==> src/rtl/mod_arith_ctrl.sv <==
// Sequencer for an accumulator-style A register: single-cycle arithmetic ops and a
// radix-4 shift-and-add multiply over a 256-bit operand, with abort and sticky error flags.
module mod_arith_ctrl (
  input  logic         clk,
  input  logic         rst_n,
  input  logic         cmd_valid,
  output logic         cmd_ready,
  input  logic [2:0]   cmd_op,
  input  logic [255:0] cmd_y,
  input  logic         cmd_abort,
  output logic         busy,
  output logic         done,
  output logic         ovf_err,
  output logic         ill_err,
  output logic [1:0]   a_op,
  output logic [1:0]   opt_adsb,
  output logic         a_en,
  output logic         a_clr,
  output logic         flg_mul,
  output logic         opt_acca,
  input  logic         flg_povf,
  input  logic         flg_novf
);

  typedef enum logic [2:0] {
    S_IDLE, S_EXEC, S_CLR, S_ADD, S_QRT, S_DONE
  } state_e;

  localparam logic [2:0] OP_LOAD  = 3'b000;
  localparam logic [2:0] OP_ADD   = 3'b001;
  localparam logic [2:0] OP_SUB   = 3'b010;
  localparam logic [2:0] OP_HALVE = 3'b011;
  localparam logic [2:0] OP_MUL   = 3'b100;
  localparam logic [2:0] OP_LOADB = 3'b101;

  state_e         state_q, state_d;
  logic [2:0]     op_q, op_d;
  logic [255:0]   shreg_q, shreg_d;
  logic [6:0]     dig_cnt_q, dig_cnt_d;
  logic [1:0]     add_cnt_q, add_cnt_d;
  logic           ovf_err_q, ovf_err_d;
  logic           ill_err_q, ill_err_d;

  logic           accept;
  logic           cmd_illegal;
  logic [1:0]     digit;
  logic [1:0]     next_digit;

  assign accept      = (state_q == S_IDLE) && cmd_valid && !cmd_abort;
  assign cmd_illegal = cmd_op[2] & cmd_op[1];
  assign digit       = shreg_q[1:0];
  assign next_digit  = shreg_q[3:2];

  // NOTE: every variable gets its default before the case, so no path leaves one unassigned (no latch).
  always_comb begin
    state_d   = state_q;
    op_d      = op_q;
    shreg_d   = shreg_q;
    dig_cnt_d = dig_cnt_q;
    add_cnt_d = add_cnt_q;
    ovf_err_d = ovf_err_q;
    ill_err_d = ill_err_q;

    case (state_q)
      S_IDLE: begin
        if (accept) begin
          op_d      = cmd_op;
          shreg_d   = cmd_y;
          dig_cnt_d = '0;
          add_cnt_d = '0;
          ovf_err_d = 1'b0;
          ill_err_d = cmd_illegal;
          if (cmd_illegal)          state_d = S_DONE;
          else if (cmd_op == OP_MUL) state_d = S_CLR;
          else                       state_d = S_EXEC;
        end
      end
      S_EXEC: state_d = S_DONE;
      S_CLR:  state_d = (digit != 2'd0) ? S_ADD : S_QRT;
      S_ADD: begin
        if (flg_povf || flg_novf) ovf_err_d = 1'b1;
        // add_cnt counts completed ADD cycles of the current digit
        if (add_cnt_q == digit - 2'd1) begin
          add_cnt_d = '0;
          state_d   = S_QRT;
        end else begin
          add_cnt_d = add_cnt_q + 2'd1;
        end
      end
      S_QRT: begin
        shreg_d   = shreg_q >> 2;
        dig_cnt_d = dig_cnt_q + 7'd1;
        if (dig_cnt_q == 7'd127)      state_d = S_DONE;
        else if (next_digit != 2'd0)  state_d = S_ADD;
        else                          state_d = S_QRT;
      end
      S_DONE:  state_d = S_IDLE;
      default: state_d = S_IDLE;
    endcase

    if (cmd_abort && (state_q inside {S_EXEC, S_CLR, S_ADD, S_QRT})) state_d = S_IDLE;
  end

  // NOTE: sequential state uses non-blocking assignments only; the wide shift register is reset too.
  always_ff @(posedge clk) begin
    if (!rst_n) begin
      state_q   <= S_IDLE;
      op_q      <= '0;
      shreg_q   <= '0;
      dig_cnt_q <= '0;
      add_cnt_q <= '0;
      ovf_err_q <= 1'b0;
      ill_err_q <= 1'b0;
    end else begin
      state_q   <= state_d;
      op_q      <= op_d;
      shreg_q   <= shreg_d;
      dig_cnt_q <= dig_cnt_d;
      add_cnt_q <= add_cnt_d;
      ovf_err_q <= ovf_err_d;
      ill_err_q <= ill_err_d;
    end
  end

  // A-register controls depend only on registered state, never on cmd_* inputs.
  always_comb begin
    a_op     = 2'b00;
    opt_adsb = 2'b00;
    a_en     = 1'b0;
    a_clr    = 1'b0;
    flg_mul  = 1'b0;
    opt_acca = 1'b0;
    case (state_q)
      S_EXEC: begin
        a_en = 1'b1;
        case (op_q)
          OP_LOAD:  a_op = 2'b00;
          OP_ADD:   a_op = 2'b11;
          OP_SUB: begin
            a_op     = 2'b11;
            opt_adsb = 2'b01;
          end
          OP_HALVE: a_op = 2'b01;
          OP_LOADB: opt_acca = 1'b1;
          default:  a_op = 2'b00;
        endcase
      end
      S_CLR: a_clr = 1'b1;
      S_ADD: begin
        a_en = 1'b1;
        a_op = 2'b11;
      end
      S_QRT: begin
        a_en    = 1'b1;
        a_op    = 2'b10;
        flg_mul = 1'b1;
      end
      default: ;
    endcase
  end

  assign cmd_ready = (state_q == S_IDLE);
  assign busy      = (state_q != S_IDLE);
  assign done      = (state_q == S_DONE);
  assign ovf_err   = ovf_err_q;
  assign ill_err   = ill_err_q;

endmodule

==> config.mk <==
export PLATFORM = sky130hd
export DESIGN_NAME = mod_arith_ctrl
export DESIGN_NICKNAME = d
export VERILOG_FILES = /design/src/rtl/mod_arith_ctrl.sv
export SDC_FILE = /design/constraint.sdc
export NUM_CORES = 1
export LEC_CHECK = 0
export ABC_AREA = 1
export CAP_MARGIN = 10
export CORE_MARGIN = 1.5
export CORE_UTILIZATION = 50
export CTS_CLUSTER_DIAMETER = 80
export DETAILED_ROUTE_END_ITERATION = 10
export PLACE_DENSITY = 0.79
export SLEW_MARGIN = 20
export SYNTH_ARGS = -nofsm -noshare
export SYNTH_HDL_FRONTEND = slang
export SYNTH_SLANG_ARGS = --single-unit
export TNS_END_PERCENT = 50
==> constraint.sdc <==
create_clock -name clk -period 2.1 [get_ports clk]
set_clock_uncertainty 0.1 [all_clocks]
set_input_delay 0.525 -clock clk [delete_from_list [all_inputs] [get_ports clk]]
set_output_delay 0.525 -clock clk [all_outputs]
set_load 0.05 [all_outputs]
# Word-level counts from Yosys, hierarchy flattened
# Index checks and enable logic that the tools add are counted.
[word_totals]
regBits = 273
in_bits = 265
output_inout_bits = 13
elab_cells = 74
[classes]
addsub = 3
n_eq_ne = 15
muxes = 27
bitwise_logic = 2
reduce_logical = 20
[ops]
columns = ["cell", "n"]
rows = [
  ["$pmux 256 s2", 1],
  ["$mux 256", 1],
  ["$mux 3", 6],
  ["$pmux 3 s5", 1],
  ["$pmux 7 s2", 1],
  ["$eq 3x2->1 const B", 4],
  ["$eq 3x3->1 const B", 4],
  ["$mux 1", 9],
  ["$pmux 2 s2", 2],
  ["$reduce_and 2->1", 4],
  ["$reduce_bool 2->1", 4],
  ["$add 7x1->7 const B", 1],
  ["$eq 7x7->1 const B", 1],
  ["$mux 7", 1],
  ["$eq 3x1->1 const B", 2],
  ["$mux 2", 3],
  ["$pmux 2 s3", 1],
  ["$ne 2x2->1 const B", 2],
  ["$reduce_bool 4->1", 1],
  ["$reduce_or 2->1", 2],
  ["$logic_and 1x1->1", 3],
  ["$logic_not 3->1", 1],
  ["$reduce_and 3->1", 1],
  ["$reduce_bool 3->1", 1],
  ["other kinds (10)", 10],
]

# Longest topological paths before layout
# Gate-level depths: netlist of run 1.
[logic_depth]
ltp_word = 5
mapped_depth = 10
ltp_nobuf = 10

# Worst setup path before layout of run 1
# No wires, ideal clock.
[synth_path]
path_kind = "register to output"
start = "reg state_q[0]"
end = "out opt_acca"
t_arrival_ns = 1.700
required_ns = 1.475
path_slack_ns = -0.225
stages_incl_launch_ff = 5
path_buffers = 0
cell_sequence = "dfxtp_1 -> inv_1 -> nor2_1 -> nand2_1 -> nor3_1"
[synth_via]
elab_chain_len = 2
[synth_rtl]
columns = ["element", "line", "rtl"]
rows = [
  ["start: declaration", "36", "state_e state_q, state_d;"],
  ["start signal: assignment", "115", "state_q <= state_d;"],
  ["$eq 3x1->1", "133", "case (state_q)"],
  ["$mux 1", "133", ""],
  ["end: declaration", "20", "output logic opt_acca,"],
]
# Every way passes these cells.

# Worst setup path in the final report of run 1
[layout_path]
start = "reg op_q[2]"
end = "out a_op[1]"
[layout_via]
elab_chain_len = 4
elab_cells_between_ends = 6
classes_between = "eq/ne (3); mux (2); reduce/logical (1)"
[layout_rtl]
columns = ["element", "line", "rtl"]
rows = [
  ["start: declaration", "37", "logic [2:0] op_q, op_d;"],
  ["start signal: assignment", "116", "op_q <= op_d;"],
  ["$eq 3x2->1 or $eq 3x1->1 (tied branches)", "136", "case (op_q)"],
  ["$reduce_or 2->1 (no source line)", "-", ""],
  ["$pmux 2 s2 (*)", "136", ""],
  ["$pmux 2 s3 (*)", "133", ""],
  ["end: declaration", "15", "output logic [1:0] a_op,"],
]
# Every way passes the cells marked *; elsewhere a longest branch is shown, timed or not.

==> impl_metrics.ini, run 1 <==
[sta]
fin_tns_setup_ns = -0.388
rsz0062_at_grt = yes
period_needed_ns = 2.19
fmax_ghz = 0.457
hold_viol = 0
setup_violations = 10
min_period_over_period = 1.04
layout_setup_ws_ns = -0.0864
drv_slew = 0

[finish]
fin_area_mm2 = 0.0172
finish.net_count = 2571
area_growth_pct = 33.2
drive_gt1_frac = 0.0615

[routing]
avgRoutedWirePerCell_um = 13.3
drtIter0Drc = 1155
drtAntennaViolNets = 0
dr.pass1.iters = 6
vias_per_cell = 5.03
drcViolationCount = 0
vias = 13400
drt_wl_total_mm = 35.5

[placed_design]
placed_cell_area_mm2 = 0.0160
post-place-ws_ns = -0.105
gp_congestion = 0.827
port_buffers = 276
dp_hpwl_mm = 22.3

[pwr]
intPower_mw = 11.1
switching_share = 0.319
vdd_ir_drop_max_uv = 515
switchingPower_mw = 5.22
p_leak_nw = 8.21
p_per_area_mw_per_mm2 = 948
p_comb_frac = 0.270
power_frac_clock = 0.322
pwr-share-seq = 0.408

[floorplanning]
core_area_mm2 = 0.0253
die_area_mm2 = 0.0269
die_h_um = 164
initial_core_util = 0.511
fp-row-count = 58
ios = 278
die_x_um = 164

[setup_path]
critPathRequiredTime_ns = 1.47
cpPeakStageDelay_ns = 0.33
r2r-end = shreg_q[171]
r2r-start = state_q[0]
slowest_stage = dfxtp_1
cp_top_family = flip-flops
path_max_fanout = 4
crit_buf_inv = 2
cp-start-kind = flip-flop
crit_type = reg2out
crit_path_end_kind = primary output
rr_worst_depth = 11
r2r_slack_ns = 0.18
path_cells = inv_2, nand3_1, o21ai_2, nand3_2, nand3_2, buf_12
crit_top_cell = nand3_2
cp.arrival_ns = 1.56

[global_routing]
track_usage = 0.255
gr-total-overflow = 0
grt_pass1_vias = 12200
antenna_found_initial = 1
grt_start_max_net_pins = 82
grt_pass1_wl_mm = 57.3

[yosys]
synth_area_per_cell_um2 = 6.19
yosysSeqAreaShare = 0.422
synth.distinct_cells = 25
synth_fp_nets = 2358
yosysWarnings = 0
ys_ff_latch = 273
synth_area_mm2 = 0.0129
synth_cells = 2091

[clocking]
clock_path_buffers = 3
clk_latency_ns = 0.55
cts_tree = built
cts_hold_buf = 0
numCtsBuffers = 30
cts.sinks = 273
path_clk_slew_ns = 0.06
htreeDepth = 1
root_buffer = clkbuf_16

[hold_path]
holdPathEnd = add_cnt_q[1]
holdPathStages = 3
hp-class = in2reg
hold_start = rst_n

[job]
maxCapViolations = 0

[status]
status = complete, but fails checks
failed_checks = setup timing
per-layer routing:
metal / vias up / routed length (um) / GRT usage
li1: 6888 / - / -
met1: 5962 / 16000 / 0.351
met2: 440 / 16300 / 0.412
met3: 76 / 2340 / 0.0354
met4: 0 / 908 / 0.0806
met5: - / 0 / 0
tightest hold or removal path: cells and delay by family:
kind / cells / cell delay, ns
buffers and inverters: 1 / 0.19
and+or+nand+nor: 2 / 0.15
synth_stat cells:
cell type | number | area share
nor3_1 | 4 | 0.0015
a211oi_1 | 1 | 0.00058
conb_1 | 1 | 0.00029
nand2_2 | 2 | 0.00097
buf_4 | 7 | 0.0041
xor2_1 | 1 | 0.00068
ha_1 | 2 | 0.0019
nand2_4 | 2 | 0.0017
nand3_1 | 12 | 0.0046
inv_1 | 25 | 0.0072
dfxtp_1 | 273 | 0.42
o21ai_0 | 186 | 0.072
nand3b_1 | 1 | 0.00058
buf_6 | 12 | 0.010
clkbuf_1 | 46 | 0.013
nor2_1 | 534 | 0.15
inv_2 | 3 | 0.00087
buf_1 | 2 | 0.00058
buf_8 | 1 | 0.0012
nand4_1 | 1 | 0.00048
buf_2 | 76 | 0.029
nand2_1 | 799 | 0.23
a21oi_1 | 14 | 0.0054
o21ai_1 | 85 | 0.033
nor2_4 | 1 | 0.00087
power groups by stage:
stage          clock network [mW]  logic [mW]  registers (mW)
2_1_floorplan                   0        2.85            6.62
3_3_place_gp                    0        4.15            6.69
3_5_place_dp                    0        4.24            6.73
4_1_cts                      5.33        4.38            6.64
5_1_grt                      5.56        4.95            6.77
6_report                     5.27        4.42            6.67
cell families (layout without fill, tap and decap cells):
logic type,count (synthesis),in the layout,share of synthesized area
AOI/OAI and AO/OA,286,286,0.111
xor gates and xnor gates,1,1,0.000677
adders and majority gates,2,2,0.00193
buffers and inverters,172,407,0.0671
DFF,273,273,0.422
other,1,2,0.000290
and+or+nand+nor,1356,1357,0.397
placed cells by master, fill, tap and decap left out, drive strengths merged, types with 2 or more instances in the layout:
cell,netlist,final
nand2,803,804
nor2,535,535
dfxtp,273,273
o21ai,271,271
clkdlybuf4s50,0,263
buf,98,60
clkbuf,46,48
inv,28,28
a21oi,14,14
nand3,12,12
clkinv,0,6
nor3,4,4
ha,2,2
flip-flops by register name, indices dropped and copies added (netlist names):
register,cells
ovf_err,1
dig_cnt_q,7
add_cnt_q,2
op_q,3
state_q,3
ill_err,1
shreg_q,256
area by class of cell:
cell class                 instances  area [um^2]
timing repair inverter             1         8.76
multi-input combinational       1647         6720
clock inverter                     7         62.6
antenna                            1         2.50
fill                            2184         8080
timing repair buffer             323         3480
inverter                          28          144
clock buffer                      48          940
sequential                       273         5480
tap                              330          413
per-stage QoR:
step	util	power (mW)	hold slack, ns	std cells
final	0.681	16.4	0.293	2658
after global routing	0.681	17.3	0.300	2657
after floorplan	-	9.47	0.344	2091
after CTS	0.679	16.4	0.288	2656
after detailed placement	0.633	11.0	0.364	2592
after global placement	0.633	10.8	0.350	2592
timing repair:
item                       in CTS  in global routing
setup buffers                   7                  1
cloned                          2                  0
pin swaps                       5                  4
gates resized for setup        22                 16
setup endpoints to repair       8                 10
worst max path at each step:
| stage | start | endpoint | slack [ns] | cells after the start |
|---|---|---|---|---|
| after floorplan | state_q[2] | done | -0.07 | 2 |
| after global placement | cmd_valid | shreg_q[136] | -0.05 | 9 |
| after detailed placement | cmd_valid | shreg_q[125] | -0.11 | 8 |
| after CTS | state_q[0] | opt_acca | -0.11 | 5 |
| after global routing | op_q[2] | a_op[1] | -0.15 | 6 |
| final | op_q[2] | a_op[1] | -0.09 | 6 |
(Power assumes the default switching activity.)
==> run 2: changes to the inputs <==
Settings changed: SKIP_LAST_GASP set to 1.
==> impl_metrics.ini, run 2 (same netlist as run 1, synthesis figures left out) <==
[sta]
min_period_over_period = 1.05
drv_slew = 0
rsz0062_at_grt = yes
layout_setup_ws_ns = -0.0973
fmax_ghz = 0.455
period_needed_ns = 2.20
hold_viol = 0
fin_tns_setup_ns = -0.569
setup_violations = 10

[clocking]
path_clk_slew_ns = 0.06
cts.sinks = 273
clock_path_buffers = 3
htreeDepth = 1
numCtsBuffers = 30
cts_hold_buf = 0
root_buffer = clkbuf_16
cts_tree = built
clk_latency_ns = 0.54

[placed_design]
dp_cells = 2592
dp_hpwl_mm = 22.3
placed_cell_area_mm2 = 0.0160
port_buffers = 276
gp_congestion = 0.827

[routing]
drt_wl_total_mm = 35.6
drcViolationCount = 0
avgRoutedWirePerCell_um = 13.4
vias_per_cell = 5.04
drtIter0Drc = 1220
drtAntennaViolNets = 0
dr.pass1.iters = 5
vias = 13400

[finish]
fin_area_mm2 = 0.0172
final_common_cell = nand2_1
drive_gt1_frac = 0.0619
finish.net_count = 2572
largest_reg_flops = 256
area_growth_pct = 33.2
layoutNonFillerInstCount = 2659
reg_top3 = shreg_q: 256 flops, dig_cnt_q: 7 flops
finish.utilization = 0.681
final_cell_mix = nand2_1, nor2_1, dfxtp_1, clkdlybuf4s50_1, o21ai_0
regMostFlops = shreg_q

[setup_path]
critPathRequiredTime_ns = 1.47
crit_type = reg2out
cp_top_family = flip-flops
cp.arrival_ns = 1.57
slowest_stage = dfxtp_4
crit_path_end_kind = primary output
cp-start-kind = flip-flop
rr_worst_depth = 10
path_cells = nor2_4, buf_6, nand2_4, inv_6, buf_12
path_max_fanout = 5
cpPeakStageDelay_ns = 0.38
cp.depth = 5
crit_buf_inv = 3

[floorplanning]
fp-row-count = 58
core_area_mm2 = 0.0253
die_area_mm2 = 0.0269
die_h_um = 164
ios = 278
die_x_um = 164
initial_core_util = 0.511

[global_routing]
grt_pass1_vias = 12200
grt_start_max_net_pins = 82
grt_pass1_wl_mm = 57.3
track_usage = 0.255
antenna_found_initial = 1
gr-total-overflow = 0

[pwr]
p_comb_frac = 0.271
power_frac_clock = 0.322
p_per_area_mw_per_mm2 = 949
vdd_ir_drop_max_uv = 516
pwr-share-seq = 0.407
p_leak_nw = 8.22
intPower_mw = 11.1
switchingPower_mw = 5.22
switching_share = 0.319

[status]
status = complete, but fails checks
failed_checks = setup timing

[job]
maxCapViolations = 0

[hold_path]
holdPathStages = 3
hp-class = in2reg
[run 2: changes by cell type in the layout (fill, tap and decap cells not counted), sizes merged]
| cell | delta |
|---|---|
| buf | +1 |
| inv | +1 |
| clkinv | -1 |
[run 2: final timing paths]
kind,endpoint,slack [ns],from
worst max register to register,shreg_q[125],0.11,state_q[0]
worst max-delay path,cmd_ready,-0.1,state_q[0]
worst min-delay path,add_cnt_q[1],0.29,rst_n
worst min register to register,dig_cnt_q[6],0.38,dig_cnt_q[6]
[run 2: metrics by stage]
stage	setup slack [ns]	hold slack, ns	power (mW)
floorplan	-0.0729	0.344	9.47
global placement	-0.0524	0.350	10.8
CTS	-0.113	0.288	16.3
finish	-0.0973	0.295	16.4
detailed placement	-0.105	0.364	11.0
global route	-0.158	0.297	17.3
[run 2: per-layer routing]
layer	vias to the layer above	GRT usage	share of wire
met5	-	0	0
met2	438	0.414	0.45
met3	75	0.0356	0.062
met1	5984	0.350	0.46
met4	0	0.0789	0.026
li1	6895	-	-
[run 2: cell type report]
| type | instances | area (um^2) |
|---|---|---|
| clock buffers | 48 | 940 |
| flip-flops and latches | 273 | 5480 |
| multi-input cells | 1647 | 6720 |
| clock inverters | 7 | 62.6 |
| fillers | 2183 | 8080 |
| repair buffers | 324 | 3490 |
| repair inverters | 1 | 8.76 |
| diodes | 1 | 2.50 |
| well taps | 330 | 413 |
| inverters | 28 | 136 |
[run 2: timing repair]
item | 4_1_cts | 5_1_grt
buffers inserted | 7 | 2
gates cloned | 2 | 0
resized for setup | 19 | 18
pin swaps | 5 | 4
setup endpoints to repair | 8 | 10
[run 2: tightest hold or removal path, cell delays in order]
cell and delay [ns]:
buf_6 0.20, nand2_1 0.11, nor2_1 0.04
[run 2: power by group through the flow]
| stage | Combinational (mW) | Clock, mW | Sequential, mW |
|---|---|---|---|
| final | 4.44 | 5.26 | 6.67 |
| after global routing | 4.96 | 5.56 | 6.77 |
| after CTS | 4.38 | 5.33 | 6.64 |
| after detailed placement | 4.24 | 0 | 6.73 |
| after global placement | 4.15 | 0 | 6.69 |
| after floorplan | 2.85 | 0 | 6.62 |
